--- config.mk ---
export PLATFORM = sky130hd
export DESIGN_NAME = timer_slot_scheduler
export DESIGN_NICKNAME = d
export VERILOG_FILES = /design/src/rtl/timer_sched_pkg.sv /design/src/rtl/timer_sched_rr_arbiter.sv /design/src/rtl/timer_slot_scheduler.sv
export SDC_FILE = /design/constraint.sdc
export NUM_CORES = 1
export LEC_CHECK = 0
export BUFFER_PORTS_ARGS = -buffer_cell sky130_fd_sc_hd__buf_2
export CORE_MARGIN = 10
export CORE_UTILIZATION = 57
export CTS_CLUSTER_SIZE = 40
export DETAILED_ROUTE_END_ITERATION = 8
export GPL_ROUTABILITY_DRIVEN = 1
export HOLD_SLACK_MARGIN = 0.1
export PLACE_DENSITY = 0.81
export SETUP_SLACK_MARGIN = 0.1
export SYNTH_ARGS = -nofsm -noshare
export SYNTH_HDL_FRONTEND = slang
export SYNTH_SLANG_ARGS = --single-unit
--- constraint.sdc ---
create_clock -name sys_clk -period 3.5 [get_ports sys_clk]
set_input_delay 0.35 -clock sys_clk [delete_from_list [all_inputs] [get_ports sys_clk]]
set_output_delay 0.35 -clock sys_clk [all_outputs]
set_load 0.005 [all_outputs]
--- src/rtl/timer_sched_pkg.sv ---
// Shared constants, slot-state record and delay clamp helper for the timer slot scheduler.
package timer_sched_pkg;

    localparam logic [31:0] DELAY_CLAMP = 32'h7FFF_FFFF;
    localparam int          PRESCALE_W  = 16;

    typedef struct packed {
        logic [31:0] deadline;
        logic [31:0] period;
        logic        periodic;
        logic        active;
        logic        pending;
        logic        overrun;
    } slot_state_t;

    // Keeps every deadline within half the counter range so the sign-bit compare stays valid.
    function automatic logic [31:0] clamp_delay(input logic [31:0] delay);
        return (delay > DELAY_CLAMP) ? DELAY_CLAMP : delay;
    endfunction

endpackage

--- src/rtl/timer_sched_rr_arbiter.sv ---
// Round-robin priority picker: grants the first set request at or after ptr, wrapping around.
module timer_sched_rr_arbiter
    import timer_sched_pkg::*;
#(
    parameter int NUM_SLOTS = 4,
    parameter int SLOT_W    = 2
) (
    input  logic [NUM_SLOTS-1:0] req,
    input  logic [SLOT_W-1:0]    ptr,
    output logic [SLOT_W-1:0]    grant,
    output logic                 any
);

    logic [SLOT_W-1:0] cand;

    always_comb begin
        grant = '0;
        any   = 1'b0;
        cand  = '0;
        for (int i = 0; i < NUM_SLOTS; i++) begin
            cand = SLOT_W'((int'(ptr) + i) % NUM_SLOTS);
            if (!any && req[cand]) begin
                grant = cand;
                any   = 1'b1;
            end
        end
    end

endmodule

--- src/rtl/timer_slot_scheduler.sv ---
// Multi-slot deadline scheduler on a shared prescaled tick counter, with wrap-safe expiry
// detection and round-robin delivery of expiry events over a valid/ready port.
module timer_slot_scheduler
    import timer_sched_pkg::*;
#(
    parameter int NUM_SLOTS = 4,
    parameter int SLOT_W    = 2
) (
    input  logic                  sys_clk,
    input  logic                  sys_rst,
    input  logic                  cfg_enable,
    input  logic [15:0]           cfg_prescale,
    input  logic                  req_valid,
    output logic                  req_ready,
    input  logic [SLOT_W-1:0]     req_slot,
    input  logic                  req_cancel,
    input  logic                  req_periodic,
    input  logic [31:0]           req_delay,
    output logic                  evt_valid,
    output logic [SLOT_W-1:0]     evt_slot,
    output logic                  evt_overrun,
    input  logic                  evt_ready,
    output logic [31:0]           now,
    output logic [NUM_SLOTS-1:0]  active,
    output logic [NUM_SLOTS-1:0]  pending
);

    logic [PRESCALE_W-1:0] pcnt_q, pcnt_d;
    logic [31:0]           now_q, now_d;
    logic [SLOT_W-1:0]     rr_ptr_q, rr_ptr_d;
    slot_state_t           slot_q [NUM_SLOTS];
    slot_state_t           slot_d [NUM_SLOTS];

    logic [31:0]           lag [NUM_SLOTS];
    logic [NUM_SLOTS-1:0]  expired;
    logic [NUM_SLOTS-1:0]  overrun_vec;
    logic [31:0]           arm_delay;
    logic [31:0]           arm_period;
    logic                  req_fire;
    logic                  evt_fire;
    logic [SLOT_W-1:0]     grant;
    logic                  grant_any;

    assign req_ready = !sys_rst;
    assign req_fire  = req_valid && req_ready;
    assign evt_fire  = evt_valid && evt_ready;
    assign now       = now_q;

    always_comb begin
        for (int s = 0; s < NUM_SLOTS; s++) begin
            active[s]      = slot_q[s].active;
            pending[s]     = slot_q[s].pending;
            overrun_vec[s] = slot_q[s].overrun;
        end
    end

    timer_sched_rr_arbiter #(
        .NUM_SLOTS (NUM_SLOTS),
        .SLOT_W    (SLOT_W)
    ) u_arbiter (
        .req   (pending),
        .ptr   (rr_ptr_q),
        .grant (grant),
        .any   (grant_any)
    );

    assign evt_valid   = grant_any;
    assign evt_slot    = grant;
    assign evt_overrun = overrun_vec[grant];

    always_comb begin
        pcnt_d = pcnt_q;
        now_d  = now_q;
        if (cfg_enable) begin
            if (pcnt_q == cfg_prescale) begin
                pcnt_d = '0;
                now_d  = now_q + 32'd1;
            end else begin
                pcnt_d = pcnt_q + PRESCALE_W'(1);
            end
        end
    end

    // Expired means now has reached or passed the deadline, judged by the sign of the difference.
    always_comb begin
        for (int s = 0; s < NUM_SLOTS; s++) begin
            lag[s]     = now_q - slot_q[s].deadline;
            expired[s] = slot_q[s].active && !lag[s][31];
        end
    end

    assign arm_delay  = clamp_delay(req_delay);
    assign arm_period = (arm_delay == 32'd0) ? 32'd1 : arm_delay;

    // Priority within one cycle: handshake clear, then expiry, then a request to the same slot.
    always_comb begin
        for (int s = 0; s < NUM_SLOTS; s++) begin
            slot_d[s] = slot_q[s];
            if (evt_fire && grant == SLOT_W'(s)) begin
                slot_d[s].pending = 1'b0;
                slot_d[s].overrun = 1'b0;
            end
            if (expired[s]) begin
                slot_d[s].pending = 1'b1;
                if (slot_q[s].pending && !(evt_fire && grant == SLOT_W'(s))) begin
                    slot_d[s].overrun = 1'b1;
                end
                if (slot_q[s].periodic) begin
                    slot_d[s].deadline = slot_q[s].deadline + slot_q[s].period;
                end else begin
                    slot_d[s].active = 1'b0;
                end
            end
            if (req_fire && req_slot == SLOT_W'(s)) begin
                slot_d[s].active  = !req_cancel;
                slot_d[s].pending = 1'b0;
                slot_d[s].overrun = 1'b0;
                if (!req_cancel) begin
                    slot_d[s].deadline = now_q + arm_delay;
                    slot_d[s].period   = arm_period;
                    slot_d[s].periodic = req_periodic;
                end
            end
        end
    end

    always_comb begin
        rr_ptr_d = rr_ptr_q;
        if (evt_fire) begin
            rr_ptr_d = (grant == SLOT_W'(NUM_SLOTS - 1)) ? '0 : grant + SLOT_W'(1);
        end
    end

    always_ff @(posedge sys_clk) begin
        if (sys_rst) begin
            pcnt_q   <= '0;
            now_q    <= '0;
            rr_ptr_q <= '0;
            for (int s = 0; s < NUM_SLOTS; s++) begin
                slot_q[s] <= '0;
            end
        end else begin
            pcnt_q   <= pcnt_d;
            now_q    <= now_d;
            rr_ptr_q <= rr_ptr_d;
            for (int s = 0; s < NUM_SLOTS; s++) begin
                slot_q[s] <= slot_d[s];
            end
        end
    end

endmodule

* Word-level counts from Yosys, hierarchy flattened
Memory sizes are Yosys's and may differ from the RTL's. Cells that the tools add are included.
Operators by class: add/subtract/negate cells 15, $mul 0, div/mod/pow operators 0, magnitude comparators 6, equality and inequality tests 7, shifts and indexed selects 0, mux-type cells 61, bitwise gates (word level) 4, reductions and logical operators 38
Operators by type and width (count):
- 2-to-1 mux 68 bit | 8
- 2-to-1 mux 32 bit | 10
- 2-to-1 mux 65 bit | 4
- adder 32 bit | 5
- subtractor 32 bit | 4
- adder 32 x 1 -> 32 bit, second input constant | 1
- greater-than comparator 32 x 31 -> 1 bit, second input constant | 1
- zero test 32 bit | 1
- logical AND 1 bit | 21
- 2-to-1 mux 1 bit | 20
- 2-to-1 mux 2 bit | 9
- adder 16 x 1 -> 16 bit, second input constant | 1
- == test 16 bit | 1
- 2-to-1 mux 16 bit | 1
- < comparator 2 x 3 -> 1 bit, second input constant | 5
- zero test 1 bit | 13
- 2-to-1 mux 3 bit | 4
- binary-select mux 1 bit (select 2 bit) | 5
- == test 2 bit, second input constant | 4
- adder 2 x 1 -> 2 bit, second input constant | 2
- adder 2 bit, second input constant | 2
- == test 2 x 1 -> 1 bit, second input constant | 2
- zero test 2 bit | 2
- OR 1 bit | 4
- AND reduction 2 bit | 1
Word-level totals: register bits 50, latch bits 0, bits in writable memories 272, memory bits (read-only) 0, input port bits 57, output and inout port bits 45, logic and storage cells 135, memories kept 1
Memory list:
- slot_q | depth 4, bits a word 68, rd ports 4, clocked after memory_dff 0, wr ports 4, line timer_slot_scheduler.sv:31 | slot_state_t slot_q [NUM_SLOTS];

* Longest topological paths before layout
Gate-level depths: netlist (run 1).
depth after elaboration 20, mapped depth 16, mapped depth without buffers 14

* Modules after synthesis
A second synthesis (run 1) with hierarchy kept.
Unflattened totals: cells, all modules 2932, area, all modules 23832.9 um^2
By module, submodules not included:
- timer_slot_scheduler | times used 1, cells an instance 2917, area an instance 23755.3 um^2, seq. area each 6446.2 um^2
- timer_sched_rr_arbiter | times used 1, cells an instance 15, area an instance 77.6 um^2, seq. area each 0.0 um^2

* Worst setup path before layout (run 1)
Ideal clock, no wire load.
kind in2reg, from in req_delay[31], to mem slot_q[1][67] (netlist name), library setup time 0.070 ns, arrival time 3.260 ns, path slack 0.171 ns, stages on the path 16, buffers on the path 3, cells stage by stage clkbuf_1 -> clkbuf_1 -> nor2_1 -> inv_1 -> ha_1 -> buf_2 -> nand4_1 -> or4_1 -> a311oi_1 -> o21ai_1 -> a31oi_1 -> a211o_1 -> o21ai_1 -> xnor2_1 -> nand2_1 -> o21ai_1
RTL lines:
- start, declared | line timer_slot_scheduler.sv:18 | input logic [31:0] req_delay,
- end, declared | line timer_slot_scheduler.sv:31

==> results.toml, run 1 <==
[place]
placed_area_sq_um = 25890
port_buffers = 101
place_worst_setup_slack_ns = -0.2528
sum_of_net_half_perimeters_after_detailed_placement_um = 64560
routabilityCongestion = 1.003

[yosys]
synthesis.yosys.warnings = 0
synth_fp_nets = 3366
number_of_enable_flip_flop_cells_after_synthesis = 0
ys_top_cells_by_count = "375 x sky130_fd_sc_hd__nor2_1, 322 x sky130_fd_sc_hd__dfxtp_1, 284 x sky130_fd_sc_hd__ha_1"
most_frequent_cell_after_synthesis = "sky130_fd_sc_hd__nor2_1"
synth_top_cells_by_area = "sky130_fd_sc_hd__dfxtp_1 27%, sky130_fd_sc_hd__ha_1 15%, sky130_fd_sc_hd__nor2_1 5.9%, sky130_fd_sc_hd__a21oi_1 5.3%, sky130_fd_sc_hd__a211oi_1 5.3%"
cells_after_synthesis = 3020
syn-cell-area_sq_um = 23930
portion_of_the_post_synthesis_area_used_by_sequential_elements_pct = 26.94
syn-mean-instance-area_sq_um = 7.924
post_synth_arst_share_pct = 0
postSynth.topFlopCell = "sky130_fd_sc_hd__dfxtp_1"
ys_ff_latch = 322
synth.top_cell.area_share_pct = 26.94
netlist.top_cell.by_area = "sky130_fd_sc_hd__dfxtp_1"
synthDistinctLibCells = 81

[worst_setup_path]
critical_path.endpoint_type = "flip-flop"
critPathRequiredTime_ns = 3.98
crit_fanout = 10
worst-endpoint-arrival_ns = 3.84
critical_path_class = "flip-flop to flip-flop"
worstSetupStartpointType = "flip-flop"

[global_route]
grt_first_pass_wirelength_um = 128600
overflow = 0
globalRouteTotalUtil_pct = 32.19
antenna_found_initial = 0
grt_start_max_net_pins = 85
grt_pass1_vias = 23100

[die]
fp.dieW_um = 224.9
floorplan.die_area_sq_um = 50580
io_pins = 102
placeableCoreArea_sq_um = 41760
floorplan.initialDensity_pct = 57.31
placement_rows = 75
vertical_die_dimension_um = 224.9

[timing]
finalWorstSetupSlack_ns = 0.1440
rsz_0062_raised_after_global_routing = "yes"
slew_headroom_pct = 31.91
worst_clock_skew_ns = 0.03176
final_max_slew_viol_count = 0
fin_worst_hold_slack_ns = 0.1299
setup_violations = 0
max_clock_freq_ghz = 0.2980
worstMarginPinSlew_ns = 1.019
finalCritPeriodShare_pct = 95.88
minimum_clock_period_ns = 3.356
report.final.hold_viol_count = 0

[finish]
insertedDiodeCount = 0
fillCellCount = 3524
syn_to_final_growth_pct = 14.85
final_cell_area_sq_um = 27480
fin_util_pct = 65.82
final_nets = 3541
layout-drive-gt1-share_pct = 12.81

[routing]
routed-via-count = 24320
drc_errors = 0
post_drt_via_cell_ratio = 6.464
antenna_left = 0
drtPass1Iterations = 6
post_drt_wl_per_cell_um = 22.60
dr.first_iter.drc_count = 2618
route.final.wire_length_um = 85040

[clock_tree]
clock_tree.root_cell = "sky130_fd_sc_hd__clkbuf_16"
tritoncts_clock_tree = "yes"
cts.htree.levels = 2
clockBufferDepth = 3
clkTransAtPathRegs_ns = 0.06
numClockSinks = 322
clk_latency_ns = 0.59
tritoncts_buffers = 38

[power]
power.static_leakage_nw = 11.85
vdd.ir_drop.worst_mv = 0.3240
power_density_nw_per_um2 = 328.0
total_power_mw = 9.015

[job]
max_cap_violations = 0

[worst_hold_path]
worst_hold_path_type = "primary input to flip-flop"

[run_status]
outcome = "completed"
-- layer usage --
metal / vias up / wire (um) / part of all wire, % / GRT usage [%]
li1: 11260 / - / - / -
met1: 11480 / 35290 / 41 / 43.61
met2: 1338 / 36190 / 43 / 48.53
met3: 249 / 9506 / 11 / 5.647
met4: 0 / 4051 / 4.8 / 15.62
met5: - / 0 / 0 / 0
-- cell usage in the layout (no fill, tap or decap), drive strengths merged, types with 10 or more instances in the layout --
cell     instances
nor2           377
dfxtp          322
ha             284
buf            272
a21oi          255
inv            208
nand2          188
a211oi         172
o21ai          117
xnor2          108
a21o            81
xor2            81
o22ai           71
mux2i           70
nand3           61
nor3            53
clkbuf          52
nand2b          41
and3            39
nand4           36
o21a            34
nor2b           27
a31oi           26
or3             19
o211ai          17
a2111oi         16
o21bai          13
clkinv          13
nor4            13
o22a            12
o31a            10
and2            10
o31ai           10
-- final timing paths --
| path | endpoint | cells past startpoint | from | slack (ns) |
|---|---|---|---|---|
| min reg2reg | slot_q[0][3] | 2 | slot_q[0][3] | 0.48 |
| max reg2reg | slot_q[3][64] | 15 | now[24] | 0.14 |
| max | slot_q[3][64] | 15 | now[24] | 0.14 |
| min | pcnt_q[1] | 3 | cfg_enable | 0.13 |
-- area by class of cell --
class	count	area (sq um)	share of cell area (%)
multi-input cells	2351	16380	59.59
flip-flops and latches	322	6455	23.49
repair buffers	276	1953	7.106
clock buffers	50	1056	3.842
inverters	206	773.2	2.813
well taps	539	674.4	2.454
clock inverters	19	195.2	0.7102
-- sequential cells by signal, summed over array words and instances, names as in the netlist --
register and flops:
now 32, pcnt_q 16, rr_ptr_q 2, slot_q 272
-- power breakdown --
group	total, mW	internal [mW]	switching, mW
combinational	1.16	0.423	0.732
clock	4.05	2.36	1.69
sequential	3.81	3.74	0.0690
-- cells by family (layout without fill, tap and decap cells) --
family	count (synthesis)	after routing	share of synthesized area [%]
AO/OA/AOI/OAI	902	902	24.64
XOR/XNOR	189	189	6.949
adder cells (fa/ha/maj)	289	289	15.27
buffers and inverters	347	551	5.767
flip-flops	322	322	26.94
multiplexers	72	72	3.022
AND/OR/NAND/NOR	899	899	17.42
-- timing repair --
action                                  in CTS  in global routing
hold buffers                                 2                  0
endpoints found under the setup margin      14                 93
resized for setup                            4                 56
hold endpoints to repair                     8                  0
pin swaps                                    0                 11
buffers inserted                             0                  3
gates cloned                                 0                  2
-- through the flow --
| step | setup TNS (ns) | cells |
|---|---|---|
| detailed placement | -1.899 | 3687 |
| global placement | -0.8582 | 3687 |
| global route | 0 | 3763 |
| floorplan | 0 | 3020 |
| CTS | 0 | 3758 |
| finish | 0 | 3763 |
-- worst max-delay path, stage by stage (launching register included) --
cell	delay [ns]
sky130_fd_sc_hd__dfxtp_1	0.41
sky130_fd_sc_hd__buf_4	0.21
sky130_fd_sc_hd__ha_1	0.28
sky130_fd_sc_hd__nand3_1	0.14
sky130_fd_sc_hd__nor4_2	0.35
sky130_fd_sc_hd__buf_4	0.18
sky130_fd_sc_hd__nand3_1	0.11
sky130_fd_sc_hd__a211oi_2	0.21
sky130_fd_sc_hd__buf_4	0.17
sky130_fd_sc_hd__nor4_4	0.06
sky130_fd_sc_hd__xnor2_2	0.18
sky130_fd_sc_hd__and3_4	0.28
sky130_fd_sc_hd__buf_12	0.17
sky130_fd_sc_hd__buf_4	0.14
sky130_fd_sc_hd__nand2_1	0.10
sky130_fd_sc_hd__a221oi_2	0.26
Note: power is estimated with default switching activity, not from simulation.
==> run 2, diff against run 1 <==
--- a/config.mk
+++ b/config.mk
@@ -5,11 +5,11 @@
 export SDC_FILE = /design/constraint.sdc
 export NUM_CORES = 1
 export LEC_CHECK = 0
-export BUFFER_PORTS_ARGS = -buffer_cell sky130_fd_sc_hd__buf_2
 export CORE_MARGIN = 10
-export CORE_UTILIZATION = 57
+export CORE_UTILIZATION = 59
 export CTS_CLUSTER_SIZE = 40
 export DETAILED_ROUTE_END_ITERATION = 8
+export DONT_BUFFER_PORTS = 1
 export GPL_ROUTABILITY_DRIVEN = 1
 export HOLD_SLACK_MARGIN = 0.1
 export PLACE_DENSITY = 0.81
==> run 2 against run 1 <==
Effect of this change: clock skew decreased by 0.015 ns; largest cell class unchanged; register-to-register slack got worse by 0.07 ns; first-iteration DRC count increased by 7.5%; hold slack improved by 0.0084 ns; highest routed layer unchanged; sequential cell count unchanged.
==> results.toml, run 2 (same netlist as run 1, synthesis figures left out) <==
[run_status]
outcome = "completed"

[power]
power.net_switching_mw = 2.457
pwr-share-clk_pct = 44.9
power.static_leakage_nw = 11.84
share_seq_of_total_power_pct = 43.0
power_density_nw_per_um2 = 319.3
vdd.ir_drop.worst_mv = 0.2946
power_report.internal_total_mw = 6.417
power_frac_comb_pct = 12.1
switching_share_pct = 27.69

[clock_tree]
clock_tree.root_cell = "sky130_fd_sc_hd__clkbuf_16"
tritoncts_clock_tree = "yes"
cts.htree.levels = 2
numClockSinks = 322
clockBufferDepth = 3
clkTransAtPathRegs_ns = 0.06
tritoncts_buffers = 39
clk_latency_ns = 0.57

[die]
placeableCoreArea_sq_um = 39910
fp.dieW_um = 221.4
vertical_die_dimension_um = 221.4
floorplan.die_area_sq_um = 49020
floorplan.initialDensity_pct = 59.95
placement_rows = 73
io_pins = 102

[timing]
max_clock_freq_ghz = 0.2919
report.final.hold_viol_count = 0
rsz_0062_raised_after_global_routing = "yes"
final_max_slew_viol_count = 0
worst_clock_skew_ns = 0.01706
slew_headroom_pct = 27.72
minimum_clock_period_ns = 3.426
finalCritPeriodShare_pct = 97.89
setup_violations = 0
worstMarginPinSlew_ns = 1.076

[finish]
layout_common_cells = "365 x sky130_fd_sc_hd__nor2_1, 307 x sky130_fd_sc_hd__dfxtp_1, 279 x sky130_fd_sc_hd__ha_1"
fin_util_pct = 69.63
insertedDiodeCount = 0
number_of_flip_flops_under_the_largest_register_name = 272
layout-drive-gt1-share_pct = 10.79
mostFrequentLayoutCell = "sky130_fd_sc_hd__nor2_1"
max_flop_register = "slot_q"
syn_to_final_growth_pct = 16.14
final_nets = 3503
final_cell_count_no_fill = 3713

[place]
port_buffers = 0
routabilityCongestion = 1.019
post-place-cells = 3553
sum_of_net_half_perimeters_after_detailed_placement_um = 62700

[global_route]
antenna_found_initial = 1
grt_start_max_net_pins = 155
grt_pass1_vias = 22960
grt_first_pass_wirelength_um = 128300
globalRouteTotalUtil_pct = 32.37
overflow = 0

[worst_setup_path]
crit_fanout = 7
critPathRequiredTime_ns = 3.99
critical_path_class = "flip-flop to flip-flop"
worstSetupStartpointType = "flip-flop"
critical_path.endpoint_type = "flip-flop"
worst-endpoint-arrival_ns = 3.91

[routing]
drtPass1Iterations = 6
route.final.wire_length_um = 85220
post_drt_via_cell_ratio = 6.519
dr.first_iter.drc_count = 2814
drc_errors = 0
post_drt_wl_per_cell_um = 22.95
routed-via-count = 24210
antenna_left = 0

[job]
max_cap_violations = 0

[worst_hold_path]
worst_hold_path_type = "primary input to flip-flop"
[run 2: worst max-delay path: stages (launching register included)]
cell	delay, ns
sky130_fd_sc_hd__dfxtp_2	0.35
sky130_fd_sc_hd__inv_2	0.06
sky130_fd_sc_hd__ha_1	0.28
sky130_fd_sc_hd__nand4_1	0.25
sky130_fd_sc_hd__nor4_2	0.33
sky130_fd_sc_hd__buf_4	0.17
sky130_fd_sc_hd__nand4_1	0.14
sky130_fd_sc_hd__a2111oi_2	0.24
sky130_fd_sc_hd__buf_4	0.20
sky130_fd_sc_hd__or4_4	0.14
sky130_fd_sc_hd__nand4_1	0.31
sky130_fd_sc_hd__buf_6	0.27
sky130_fd_sc_hd__clkbuf_16	0.16
sky130_fd_sc_hd__o31a_1	0.29
sky130_fd_sc_hd__o22ai_1	0.14
[run 2: layer usage]
metal  up-vias  part of all wire (%)  track usage, %
met1     11440                    41           43.44
met4         0                   4.6           14.84
met2      1335                    43           48.96
met5         -                     0               0
met3       251                    11           6.552
li1      11180                     -               -
[run 2: stage by stage]
| step | power [mW] | TNS, ns | worst slack [ns] | cell area [sq um] | hold slack [ns] |
|---|---|---|---|---|---|
| final | 8.874 | 0 | 0.07401 | 27790 | 0.1383 |
| after global routing | 9.122 | -0.01513 | -0.01513 | 27790 | 0.1410 |
| after CTS | 8.823 | 0 | 0.1002 | 27230 | 0.1128 |
| after detailed placement | 4.814 | -2.011 | -0.3057 | 25230 | 0.4593 |
| after global placement | 4.785 | -1.912 | -0.3180 | 25230 | 0.4487 |
| after floorplan | 4.515 | 0 | 0.1706 | 23930 | 0.4401 |
[run 2: final timing paths]
path | startpoint | to | slack [ns] | cells past startpoint
min | req_cancel | slot_q[2][14] | 0.14 | 3
max reg2reg | slot_q[1][63] | slot_q[1][43] | 0.07 | 14
min reg2reg | slot_q[2][35] | slot_q[2][35] | 0.50 | 1
max | slot_q[1][63] | slot_q[1][43] | 0.07 | 14
[run 2: power by group through the flow]
stage,sequential (mW),combinational [mW],clock (mW)
after detailed placement,3.89,0.927,0
after floorplan,3.86,0.650,0
after global routing,3.82,1.14,4.17
final,3.81,1.07,3.99
after CTS,3.81,1.00,4.02
after global placement,3.88,0.902,0
[run 2: what timing repair did]
action | CTS | global route
setup endpoints to repair | 34 | 93
endpoints found under the hold margin | 221 | 0
pin swaps | 1 | 17
hold buffers | 67 | 0
resized for setup | 14 | 93
setup buffers | 1 | 17
gates cloned | 0 | 3
[run 2: area by class of cell]
cell class | instances | area (sq um)
multi-input combinational | 2351 | 16540
fill | 3152 | 12120
sequential | 322 | 6470
timing repair buffer | 237 | 2118
clock buffer | 55 | 1096
inverter | 206 | 775.7
tap | 525 | 656.9
clock inverter | 17 | 133.9
